[src/rtl/mipi_csi2_pkt_dec.sv]
// CSI-2 packet decoder: header parse, VC filter, RAW8/RAW10 unpack to one
// pixel per cycle, line/frame tracking and word-count / CRC error pulses.
// Optional CRC-16 payload check is built only when MIPI_CSI2_CRC_EN is defined.
module mipi_csi2_pkt_dec #(
  parameter int DATA_WIDTH = 10
) (
  input  logic                  clk,
  input  logic                  reset,
  input  logic                  enable,
  input  logic                  phy_we,
  input  logic [7:0]            phy_data,
  input  logic [1:0]            vc_sel,
  output logic [DATA_WIDTH-1:0] dato,
  output logic                  dvo,
  output logic                  lvo,
  output logic                  fvo,
  output logic [15:0]           line_cnt,
  output logic                  wc_err,
  output logic                  crc_err
);
  localparam logic [5:0] DT_FS    = 6'h00;
  localparam logic [5:0] DT_FE    = 6'h01;
  localparam logic [5:0] DT_RAW8  = 6'h2A;
  localparam logic [5:0] DT_RAW10 = 6'h2B;
  localparam bit         RAW10_OK = (DATA_WIDTH == 10);

  typedef enum logic [2:0] {ST_IDLE, ST_HEADER, ST_DATA, ST_CRC, ST_EOT} state_t;

  state_t                state_q;
  logic [7:0]            di_q;
  logic [1:0]            hdr_cnt_q;
  logic [15:0]           wc_q;
  logic                  raw10_q;
  logic [2:0]            grp_q;        // bytes held of the current RAW10 group
  logic [3:0][7:0]       acc_q;        // MSB bytes of the group being collected
  logic [2:0][9:0]       drain_q;      // pixels 1..3 of the last complete group
  logic [1:0]            drain_cnt_q;
  logic                  crc_cnt_q;
  logic [DATA_WIDTH-1:0] dato_q;
  logic                  dvo_q, lvo_q, fvo_q, wc_err_q;
  logic [15:0]           line_cnt_q;

  logic        data_acc, grp_done, pix_vld_d, more_px, lvo_d;
  logic [2:0]  grp_nxt;
  logic [15:0] wc_nxt;
  logic [9:0]  pix_d;
  logic [1:0]  drain_left;
  logic [1:0]  hdr_vc;
  logic [5:0]  hdr_dt;

  assign hdr_vc = di_q[7:6];
  assign hdr_dt = di_q[5:0];

  // Pixel select and "more pixels still to come in this line" for lvo.
  // RAW10 group completion and the drain never overlap since bytes arrive at
  // most one per cycle.
  always_comb begin
    data_acc   = (state_q == ST_DATA) && phy_we;
    grp_nxt    = (grp_q == 3'd4) ? 3'd0 : grp_q + 3'd1;
    wc_nxt     = wc_q - 16'd1;
    grp_done   = data_acc && raw10_q && (grp_q == 3'd4);
    pix_vld_d  = 1'b0;
    pix_d      = '0;
    if (data_acc && !raw10_q) begin
      pix_vld_d = 1'b1;
      pix_d     = {phy_data, 2'b00};
    end else if (grp_done) begin
      pix_vld_d = 1'b1;
      pix_d     = {acc_q[0], phy_data[1:0]};
    end else if (drain_cnt_q != 2'd0) begin
      pix_vld_d = 1'b1;
      pix_d     = drain_q[0];
    end
    if (grp_done)                 drain_left = 2'd3;
    else if (drain_cnt_q != 2'd0) drain_left = drain_cnt_q - 2'd1;
    else                          drain_left = 2'd0;
    // A RAW10 tail too short to finish a group will never produce a pixel.
    more_px = data_acc && (wc_q != 16'd1) &&
              (!raw10_q || (wc_nxt >= (16'd5 - {13'd0, grp_nxt})));
    lvo_d   = pix_vld_d || (lvo_q && ((drain_left != 2'd0) || more_px));
  end

  // Packet FSM with registered pixel, line and frame outputs.
  always_ff @(posedge clk or posedge reset) begin
    if (reset) begin
      state_q     <= ST_EOT;
      di_q        <= '0;
      hdr_cnt_q   <= '0;
      wc_q        <= '0;
      raw10_q     <= 1'b0;
      grp_q       <= '0;
      acc_q       <= '0;
      drain_q     <= '0;
      drain_cnt_q <= '0;
      crc_cnt_q   <= 1'b0;
      dato_q      <= '0;
      dvo_q       <= 1'b0;
      lvo_q       <= 1'b0;
      fvo_q       <= 1'b0;
      wc_err_q    <= 1'b0;
      line_cnt_q  <= '0;
    end else begin
      dvo_q       <= pix_vld_d;
      lvo_q       <= lvo_d;
      drain_cnt_q <= drain_left;
      wc_err_q    <= 1'b0;
      if (pix_vld_d) dato_q <= pix_d[9 -: DATA_WIDTH];
      if (grp_done) begin
        drain_q[0] <= {acc_q[1], phy_data[3:2]};
        drain_q[1] <= {acc_q[2], phy_data[5:4]};
        drain_q[2] <= {acc_q[3], phy_data[7:6]};
      end else if (drain_cnt_q != 2'd0) begin
        drain_q[0] <= drain_q[1];
        drain_q[1] <= drain_q[2];
      end
      if (lvo_q && !lvo_d && (line_cnt_q != 16'hFFFF)) line_cnt_q <= line_cnt_q + 16'd1;

      case (state_q)
        ST_EOT: if (!phy_we) state_q <= ST_IDLE;
        ST_IDLE: begin
          if (!enable) state_q <= ST_EOT;
          else if (phy_we) begin
            di_q      <= phy_data;
            hdr_cnt_q <= 2'd0;
            state_q   <= ST_HEADER;
          end
        end
        ST_HEADER: begin
          if (!phy_we) state_q <= ST_IDLE;
          else begin
            hdr_cnt_q <= hdr_cnt_q + 2'd1;
            if (hdr_cnt_q == 2'd0)      wc_q[7:0]  <= phy_data;
            else if (hdr_cnt_q == 2'd1) wc_q[15:8] <= phy_data;
            else begin
              // ECC byte: decode the stored DI, ECC content itself is ignored
              state_q   <= ST_EOT;
              grp_q     <= 3'd0;
              crc_cnt_q <= 1'b0;
              raw10_q   <= (hdr_dt == DT_RAW10);
              if (hdr_vc == vc_sel) begin
                case (hdr_dt)
                  DT_FS: begin
                    fvo_q      <= 1'b1;
                    line_cnt_q <= 16'd0;
                  end
                  DT_FE:    fvo_q   <= 1'b0;
                  DT_RAW8:  state_q <= (wc_q == 16'd0) ? ST_CRC : ST_DATA;
                  DT_RAW10: if (RAW10_OK) state_q <= (wc_q == 16'd0) ? ST_CRC : ST_DATA;
                  default: ;
                endcase
              end
            end
          end
        end
        ST_DATA: begin
          if (!phy_we) begin
            wc_err_q <= 1'b1;
            state_q  <= ST_IDLE;
          end else begin
            wc_q  <= wc_nxt;
            grp_q <= grp_nxt;
            if (grp_q != 3'd4) acc_q[grp_q[1:0]] <= phy_data;
            if (wc_q == 16'd1) begin
              state_q <= ST_CRC;
              if (raw10_q && (grp_nxt != 3'd0)) wc_err_q <= 1'b1;
            end
          end
        end
        ST_CRC: begin
          if (!phy_we) state_q <= ST_IDLE;
          else begin
            crc_cnt_q <= 1'b1;
            if (crc_cnt_q) state_q <= ST_EOT;
          end
        end
        default: state_q <= ST_EOT;
      endcase
    end
  end

`ifdef MIPI_CSI2_CRC_EN
  function automatic logic [15:0] crc16_byte(input logic [15:0] c, input logic [7:0] b);
    logic [15:0] r;
    r = c;
    for (int i = 0; i < 8; i++) r = (r[0] ^ b[i]) ? ((r >> 1) ^ 16'h8408) : (r >> 1);
    return r;
  endfunction

  logic [15:0] crc_q;
  logic [7:0]  crc_lo_q;
  logic        crc_err_q;

  // Running CRC over payload bytes, compared with the little-endian trailer.
  always_ff @(posedge clk or posedge reset) begin
    if (reset) begin
      crc_q     <= 16'hFFFF;
      crc_lo_q  <= '0;
      crc_err_q <= 1'b0;
    end else begin
      crc_err_q <= 1'b0;
      if (state_q == ST_HEADER) crc_q <= 16'hFFFF;
      else if (data_acc)        crc_q <= crc16_byte(crc_q, phy_data);
      if ((state_q == ST_CRC) && phy_we) begin
        if (!crc_cnt_q) crc_lo_q  <= phy_data;
        else            crc_err_q <= (crc_q != {phy_data, crc_lo_q});
      end
    end
  end

  assign crc_err = crc_err_q;
`else
  assign crc_err = 1'b0;
`endif

  assign dato     = dato_q;
  assign dvo      = dvo_q;
  assign lvo      = lvo_q;
  assign fvo      = fvo_q;
  assign line_cnt = line_cnt_q;
  assign wc_err   = wc_err_q;
endmodule
[config.mk]
export PLATFORM = sky130hd
export DESIGN_NAME = mipi_csi2_pkt_dec
export DESIGN_NICKNAME = d
export VERILOG_FILES = /design/src/rtl/mipi_csi2_pkt_dec.sv
export SDC_FILE = /design/constraint.sdc
export NUM_CORES = 1
export LEC_CHECK = 0
export ABC_CLOCK_PERIOD_IN_PS = 9150
export CAP_MARGIN = 15
export CORE_MARGIN = 3
export CORE_UTILIZATION = 40
export CTS_CLUSTER_SIZE = 14
export DETAILED_ROUTE_END_ITERATION = 16
export GPL_TIMING_DRIVEN = 0
export PLACE_DENSITY = 0.59
export SETUP_SLACK_MARGIN = 0.3
export SKIP_LAST_GASP = 1
export SLEW_MARGIN = 20
export SYNTH_ARGS = -nofsm -noshare
export SYNTH_HDL_FRONTEND = slang
export SYNTH_SLANG_ARGS = --single-unit
[constraint.sdc]
create_clock -name clk -period 9.15 [get_ports clk]
set_input_delay 1.3725 -clock clk [delete_from_list [all_inputs] [get_ports clk]]
set_output_delay 1.3725 -clock clk [all_outputs]
set_load 0.01 [all_outputs]
==> impl_results.rst, run 1 <==
.. list-table::
   :header-rows: 1

   * - Metric
     - Value
   * - Cell-internal power
     - ~1.2 mW
   * - Synthesis warning total
     - 0
   * - Most common flop cell mapped by yosys
     - sky130_fd_sc_hd__dfrtp_1
   * - XOR/XNOR Fraction of Synth Area
     - 1.808%
   * - Cell Rows
     - 46
   * - Final critical-path share of the clock period
     - between 40% and 50%
   * - Tightest hold margin
     - 0.4992 ns
   * - Number of synthesized flops with an enable pin
     - 0
   * - Post-CTS repair timing setup buffer count
     - 0
   * - CTS Hold Bufs
     - 0
   * - Outcome
     - complete, no violations
   * - Total routed wirelength
     - between 15000 and 20000 µm
   * - Worst-skew pair later-pin latency
     - approximately 0.42 ns
   * - Final setup vio count
     - 0
   * - Setup slack after placement
     - roughly 4.8 ns
   * - Unique masters post-synth
     - 66
   * - FF-to-FF Start
     - wc_q[2]$_DFFE_PP0P_
   * - Critical path's slowest cell
     - sky130_fd_sc_hd__a32oi_1
   * - Flip-flop and latch area
     - 3204 µm²
   * - Post-route minimum period
     - about 4.5 ns
   * - Category of the critical setup timing path
     - reg -> reg
   * - Final-layout fill cell count
     - between 1.5k and 2k
   * - Cells traversed along the worst timing path
     - buf_6 > nor4_4 > nand4_2 > nand2b_4 > or4_4 > xnor2_1 > ha_1 > nand4_1 > nor3_1 > o2111ai_1 > a32oi_1 > clkbuf_2 > buf_2 > o21ai_0 > a21oi_1
   * - Antenna fix cells
     - 0
   * - Maximum capacitance violations
     - 0
   * - Final net count
     - between 700 and 800
   * - Worst path setup slack after routing
     - approximately 4.7 ns
   * - Net Sw Frac
     - between 30 and 40%
   * - Effective utilization at floorplan
     - 41.77%
   * - Maximum number of pins on one net before global-route repair
     - 76
   * - Type of the tightest min-delay check
     - reg -> reg
   * - Clk root buf
     - sky130_fd_sc_hd__clkbuf_16
   * - Hold Crit Depth
     - 1
   * - Sw power
     - ~0.55 mW
   * - Reg power frac
     - between 30% and 40%
   * - Total CTS buffers
     - 17
   * - Per-cell routed wire length
     - 17.75 µm
   * - Largest cells by area after synthesis
     - sky130_fd_sc_hd__dfrtp_1 47%, sky130_fd_sc_hd__mux2_2 8.8%, sky130_fd_sc_hd__ha_1 4.8%
   * - Number of global-route vias before repair
     - between 5k and 6k
   * - Vias/cell
     - 5.647
   * - Proportion of synthesized chip area in sequential cells
     - ~47%
   * - Multiplexer share of the synthesized area
     - about an eighth
   * - Synthesized-area fraction occupied by adder cells
     - approximately 4.8%
   * - Total nets after synthesis
     - between 700 and 800
   * - Final non-filler cell total
     - just under 1k
   * - Area share of the largest cell type after synthesis
     - a little under half
   * - GRT Util Overall
     - roughly a fifth
   * - Main combinational cell family by area after synthesis
     - simple AND/OR/NAND/NOR gates
   * - Cell count after synthesis
     - approximately 670
   * - Crit start category
     - register
   * - Synth Cell Area
     - a little under 7000 µm²
   * - Die Span Y
     - roughly 140 µm
   * - Number of slew-limit violations in the final report
     - 0
   * - Overflow after GRT
     - 0
   * - Global-route wire length before repair
     - around 28000 µm
   * - #FFs+latches synth
     - ~130
   * - Asr flop ratio synth
     - 100.0%
   * - I/O Buffers
     - 39
   * - Required arrival time at the worst endpoint
     - between 9 and 10 ns
   * - Initial antenna violation count
     - 0
   * - Detailed Route Iter0 Violations
     - 360
   * - Critical Path End Type
     - register
   * - Clock Skews
     - 0.009898 ns
   * - Leading area contributor after synthesis
     - sky130_fd_sc_hd__dfrtp_1
   * - Number of I/O pins
     - 45
   * - Post-route cell area
     - slightly above 8000 µm²
   * - Remaining antenna violation count after routing
     - 0
   * - # placed instances
     - 929
   * - Core Footprint
     - 16230 µm²
   * - Layout Area Growth over Synthesis
     - 19.01%
   * - Worst voltage drop across the vdd grid
     - 148.8 µV
   * - CTS tree
     - done
   * - Share of the core filled with cells
     - roughly 50%
   * - Worst slew margin relative to its limit
     - between 40% and 50%
   * - Leakage dissipation
     - 3.810 nW
   * - Length of the first detailed-routing pass in iterations
     - 5
   * - Start point of the worst hold path
     - acc_q[25]$_DFFE_PP0P_
   * - Cell depth of the worst flop-to-flop path
     - 15
   * - Area after DPL
     - 7476 µm²
   * - Gpl congestion
     - 0.8802
   * - Cell with the most instances after synthesis
     - sky130_fd_sc_hd__dfrtp_1
   * - Part of the total power dissipated in the clock network
     - 38.0%
   * - Worst-case clock buffer depth
     - 2
   * - Dpl hpwl
     - ~12000 µm
   * - Crit path from
     - wc_q[2]$_DFFE_PP0P_
   * - Power density over cell area
     - between 200 and 250 nW/µm²
   * - Synth top cells by count
     - 127 x sky130_fd_sc_hd__dfrtp_1, 60 x sky130_fd_sc_hd__nand2_1, 59 x sky130_fd_sc_hd__nor2_1
   * - Die Area
     - around 19000 µm²
   * - CP peak stage delay
     - 0.57 ns
   * - DRC Markers
     - 0
   * - Via Count
     - ~5.4k
   * - Clock-pin transition on the worst setup and hold timing paths
     - 0.06 ns
   * - Peak Freq
     - 222.8 MHz
   * - CTS sink cnt
     - about 130
   * - RSZ-0062 raised after global routing
     - false
   * - Cells resized by post-CTS repair
     - 0
   * - Compound-Gate Fraction of Synth Area
     - between 10 and 15%
   * - Share of layout cells above drive strength 1
     - around 15%
   * - Number of H-tree levels
     - 4
   * - Arrival time of the worst setup path
     - between 4 and 5 ns
   * - Combinational share of power
     - between 20% and 30%
   * - Fin. Hold Viols
     - 0
   * - Simple-Gate Fraction of Synth Area
     - around 16%
   * - Peak fanout along the critical path
     - 10
   * - Sum of negative setup slack
     - 0 ns
   * - Transition time of the tightest slew-check pin
     - about 0.80 ns
   * - Power after layout
     - 1.796 mW
   * - Die X
     - around 140 µm
   * - Total area of multi-input combinational cells
     - approximately 3300 µm²
   * - Synth Area per Inst
     - slightly above 10 µm²
-- critical path: cells and delay by family, from the launching register on --
kind            cells  cell delay [ns]
compound gates      4             1.04
xor+xnor            1             0.15
fa+ha+maj           1             0.32
buf+inv             3             0.71
flops               1             0.37
simple gates        6             1.82
-- sequential cells by signal, summed over array words and instances, names as in the netlist, 2 cells and up --
signal and count:
hdr_cnt_q 2, drain_cnt_q 2, wc_q 16, dato 10, grp_q 3, acc_q 32, state_q 3, drain_q 30
di_q 8, line_cnt 16
-- logic make-up (layout without fill, tap and decap cells) --
group           Yosys count  in the layout
other cells               1              1
compound gates          157            157
mux                      78             78
flops                   128            128
fa+ha+maj                26             26
buf+inv                  56            128
simple gates            213            213
xor+xnor                 14             14
-- metal layers --
layer,GRT usage [%],vias up,part of all wire [%]
met4,8.175,0,2.6
met2,30.16,148,46
met5,0,-,0
met1,26.83,2694,47
li1,-,2551,-
met3,3.886,34,4.7
-- path summary, 6_finish.rpt --
path | to | slack (ns)
min reg2reg | drain_q[23]$_DFFE_PP0P_ | 0.50
max reg2reg | line_cnt[11]$_DFF_PP0_ | 4.66
min in group asynchronous | acc_q[0]$_DFFE_PP0P_ | 1.37
max in group asynchronous | wc_q[1]$_DFFE_PP0P_ | 7.08
max | line_cnt[11]$_DFF_PP0_ | 4.66
min | drain_q[23]$_DFFE_PP0P_ | 0.50
-- cells in the final DEF, fill, tap and decap left out, types with 5 or more instances in the layout --
cell type                           n
sky130_fd_sc_hd__mux2_2            53
sky130_fd_sc_hd__dfrtp_1          127
sky130_fd_sc_hd__clkbuf_1          24
sky130_fd_sc_hd__a31oi_1            7
sky130_fd_sc_hd__nor2_1            59
sky130_fd_sc_hd__nand2b_1           6
sky130_fd_sc_hd__nor3_1            10
sky130_fd_sc_hd__o31ai_1            9
sky130_fd_sc_hd__clkdlybuf4s50_1   39
sky130_fd_sc_hd__ha_1              26
sky130_fd_sc_hd__nand3_1           22
sky130_fd_sc_hd__mux2i_1           25
sky130_fd_sc_hd__or3_1             15
sky130_fd_sc_hd__xnor2_1           11
sky130_fd_sc_hd__or4_1              7
sky130_fd_sc_hd__a21oi_1           53
sky130_fd_sc_hd__inv_1             18
sky130_fd_sc_hd__nor4_1             5
sky130_fd_sc_hd__o22a_1            11
sky130_fd_sc_hd__nand2_1           60
sky130_fd_sc_hd__nand4_1           10
sky130_fd_sc_hd__clkbuf_16         17
sky130_fd_sc_hd__buf_2              5
sky130_fd_sc_hd__o21ai_0           45
-- final cells by class --
type                       count  share of cell area (%)
multi-input combinational    489                   41.20
sequential                   128                   39.71
tap                          216                   3.349
inverter                      19                  0.9769
buffer                        37                   2.233
clock buffer                  24                   6.094
timing repair buffer          40                   5.179
clock inverter                 8                   1.256
-- power groups by stage --
stage / Clock (mW) / Sequential, mW / Combinational, mW
global route: 0.714 / 0.717 / 0.468
CTS: 0.691 / 0.703 / 0.411
floorplan: 0 / 0.697 / 0.311
detailed placement: 0 / 0.713 / 0.409
global placement: 0 / 0.708 / 0.391
finish: 0.682 / 0.704 / 0.410
No activity file was read; power rests on OpenSTA's default activity.
==> run 2: changes to the inputs <==
--- a/config.mk
+++ b/config.mk
@@ -5,14 +5,14 @@
 export SDC_FILE = /design/constraint.sdc
 export NUM_CORES = 1
 export LEC_CHECK = 0
-export ABC_CLOCK_PERIOD_IN_PS = 9150
+export ABC_CLOCK_PERIOD_IN_PS = 3800
 export CAP_MARGIN = 15
 export CORE_MARGIN = 3
 export CORE_UTILIZATION = 40
 export CTS_CLUSTER_SIZE = 14
 export DETAILED_ROUTE_END_ITERATION = 16
 export GPL_TIMING_DRIVEN = 0
-export PLACE_DENSITY = 0.59
+export PLACE_DENSITY = 0.61
 export SETUP_SLACK_MARGIN = 0.3
 export SKIP_LAST_GASP = 1
 export SLEW_MARGIN = 20
==> constraint.sdc (replaced) <==
create_clock -name clk -period 3.8 [get_ports clk]
set_input_delay 0.57 -clock clk [delete_from_list [all_inputs] [get_ports clk]]
set_output_delay 0.57 -clock clk [all_outputs]
set_load 0.01 [all_outputs]
==> impl_results.rst, run 2 (same netlist as run 1, synthesis figures left out) <==
.. list-table::
   :header-rows: 1

   * - Metric
     - Value
   * - FF-to-FF Start
     - wc_q[2]$_DFFE_PP0P_
   * - Die X
     - between 100 and 150 µm
   * - I/O Buffers
     - 39
   * - Final setup vio count
     - 0
   * - Transition time of the tightest slew-check pin
     - roughly 0.82 ns
   * - Post-route minimum period
     - roughly 3.8 ns
   * - Power density over cell area
     - between 500 and 600 nW/µm²
   * - Leading registers by flop count
     - acc_q (32), drain_q (30)
   * - Vias/cell
     - 5.704
   * - CTS Hold Bufs
     - 0
   * - Total area of multi-input combinational cells
     - 3590 µm²
   * - Critical Path End Type
     - register
   * - Layout Area Growth over Synthesis
     - 27.98%
   * - Worst-case clock buffer depth
     - 2
   * - Die Area
     - approximately 19000 µm²
   * - CTS tree
     - done
   * - Most numerous cell on the critical path
     - sky130_fd_sc_hd__buf_8
   * - Worst setup path end
     - line_cnt[9]$_DFF_PP0_
   * - Fin. Hold Viols
     - 0
   * - Number of flip-flops under the largest register name
     - 32
   * - Per-cell routed wire length
     - roughly 18 µm
   * - Share of the core filled with cells
     - a little over half
   * - Outcome
     - complete, no violations
   * - Length of the first detailed-routing pass in iterations
     - 5
   * - DRC Markers
     - 0
   * - Cell Rows
     - 46
   * - Peak Freq
     - between 200 and 300 MHz
   * - Flip-flop and latch area
     - 3204 µm²
   * - Final critical-path share of the clock period
     - 99.85%
   * - Category of the critical setup timing path
     - reg -> reg
   * - Number of slew-limit violations in the final report
     - 0
   * - Net Sw Frac
     - a little under a third
   * - Critical register-to-register path endpoint
     - line_cnt[9]$_DFF_PP0_
   * - Die Span Y
     - approximately 140 µm
   * - Slack of the worst reg-to-reg path
     - about 0.0056 ns
   * - Worst slew margin relative to its limit
     - between 40% and 50%
   * - Number of H-tree levels
     - 4
   * - Dpl hpwl
     - 12090 µm
   * - Clock Skews
     - 0.005203 ns
   * - Core Footprint
     - approximately 16000 µm²
   * - Worst-skew pair later-pin latency
     - around 0.43 ns
   * - Cells traversed along the worst timing path
     - buf_6 > nor4_4 > buf_4 > nand4_4 > nand2b_4 > or4_4 > xnor2_4 > ha_4 > nand4_1 > nor3_4 > o2111ai_2 > a32oi_4 > buf_8 > buf_8 > o21ai_2 > a21oi_2
   * - Number of I/O pins
     - 45
   * - Antenna fix cells
     - 0
   * - Share of layout cells above drive strength 1
     - between 20% and 30%
   * - Clk root buf
     - sky130_fd_sc_hd__clkbuf_16
   * - Leakage dissipation
     - roughly 4 nW
   * - Peak fanout along the critical path
     - 6
   * - CP peak stage delay
     - between 0.4 and 0.5 ns
   * - Initial antenna violation count
     - 0
   * - GRT Util Overall
     - between 10% and 20%
   * - Total CTS buffers
     - 17
   * - Gpl congestion
     - 0.8720
   * - Effective utilization at floorplan
     - 41.77%
   * - Most common cell after layout, fill and taps aside
     - sky130_fd_sc_hd__dfrtp_1
   * - Critical path's slowest cell
     - sky130_fd_sc_hd__or4_4
   * - Combinational share of power
     - between 20% and 30%
   * - Worst voltage drop across the vdd grid
     - around 300 µV
   * - Cell-internal power
     - around 3.2 mW
   * - Crit start category
     - register
   * - Reg power frac
     - 36.9%
   * - Power after layout
     - ~4.6 mW
   * - Global-route wire length before repair
     - 28800 µm
   * - Type of the tightest min-delay check
     - in -> async
   * - Overflow after GRT
     - 0
   * - Part of the total power dissipated in the clock network
     - between 30% and 40%
   * - Remaining antenna violation count after routing
     - 0
   * - Required arrival time at the worst endpoint
     - ~4.2 ns
   * - Most frequent cells in the layout
     - 127 x sky130_fd_sc_hd__dfrtp_1, 60 x sky130_fd_sc_hd__nand2_1, 58 x sky130_fd_sc_hd__nor2_1
   * - Crit path from
     - wc_q[2]$_DFFE_PP0P_
   * - RSZ-0062 raised after global routing
     - true
   * - Sw power
     - roughly 1.4 mW
   * - Total routed wirelength
     - about 18000 µm
   * - Final-layout fill cell count
     - about 1.4k
   * - Maximum capacitance violations
     - 0
   * - Detailed Route Iter0 Violations
     - around 390
   * - Cell depth of the worst flop-to-flop path
     - 16
   * - Final net count
     - between 700 and 800
   * - CTS sink cnt
     - approximately 130
   * - Arrival time of the worst setup path
     - 4.15 ns
   * - Number of global-route vias before repair
     - 5512
   * - Maximum number of pins on one net before global-route repair
     - 34
   * - Tightest hold margin
     - approximately 0.46 ns
   * - Register bank with the most flops
     - acc_q
   * - Via Count
     - between 5k and 6k
   * - Clock-pin transition on the worst setup and hold timing paths
     - about 0.060 ns
-- run 2: timing repair --
action	CTS	global route
endpoints found under the setup margin	17	17
pin swaps	49	31
gates cloned	2	0
gates resized for setup	48	29
setup buffers	10	10
-- run 2: stage by stage --
| stage | area (µm²) | setup WS (ns) | setup TNS, ns | instances |
|---|---|---|---|---|
| finish | 8677 | 0.005566 | 0 | 986 |
| global route | 8677 | -0.1542 | -1.941 | 986 |
| CTS | 8449 | 0.01280 | 0 | 976 |
| detailed placement | 7533 | -0.5658 | -7.376 | 932 |
| global placement | 7446 | -0.5200 | -6.767 | 928 |
| floorplan | 6785 | 0.3104 | 0 | 673 |
-- run 2: how the worst min path moves through the flow --
stage,startpoint,end,slack [ns],cells after the start
floorplan,crc_cnt_q$_DFFE_PP0P_,crc_cnt_q$_DFFE_PP0P_,0.46,1
global placement,crc_cnt_q$_DFFE_PP0P_,crc_cnt_q$_DFFE_PP0P_,0.48,1
detailed placement,acc_q[31]$_DFFE_PP0P_,drain_q[29]$_DFFE_PP0P_,0.49,1
CTS,reset,dato[0]$_DFFE_PP0P_,0.47,2
global route,reset,dato[8]$_DFFE_PP0P_,0.49,2
finish,reset,dato[0]$_DFFE_PP0P_,0.46,2
-- run 2: power groups by stage --
stage / sequential (mW) / clock [mW] / combinational [mW]
floorplan: 1.68 / 0 / 0.749
global placement: 1.70 / 0 / 0.938
detailed placement: 1.71 / 0 / 0.980
CTS: 1.70 / 1.78 / 1.05
global route: 1.73 / 1.85 / 1.28
finish: 1.71 / 1.77 / 1.15
-- run 2: layout make-up --
| type | count | area share (%) |
|---|---|---|
| Sequential cell | 128 | 36.93 |
| Clock buffer | 17 | 4.903 |
| Buffer | 37 | 2.451 |
| Clock inverter | 15 | 2.379 |
| Multi-Input combinational cell | 489 | 41.37 |
| Inverter | 19 | 0.8652 |
| Timing Repair Buffer | 65 | 7.988 |
| Tap cell | 216 | 3.115 |
-- run 2: metal layers --
metal / wire length [µm] / up-vias / part of all wire (%) / GRT usage [%]
li1: - / 2614 / - / -
met1: 8227 / 2808 / 45 / 26.10
met2: 8580 / 159 / 47 / 32.64
met3: 809 / 43 / 4.5 / 3.960
met4: 466 / 0 / 2.6 / 7.727
met5: 0 / - / 0 / 0
-- run 2: worst max-delay path, delay by kind of cell (launching register included) --
kind                       cells  cell delay [ns]
buffers and inverters          4             0.62
adders and majority gates      1             0.29
DFF                            1             0.37
and+or+nand+nor                6             1.44
xor gates and xnor gates       1             0.17
AOI/OAI and AO/OA              4             0.82
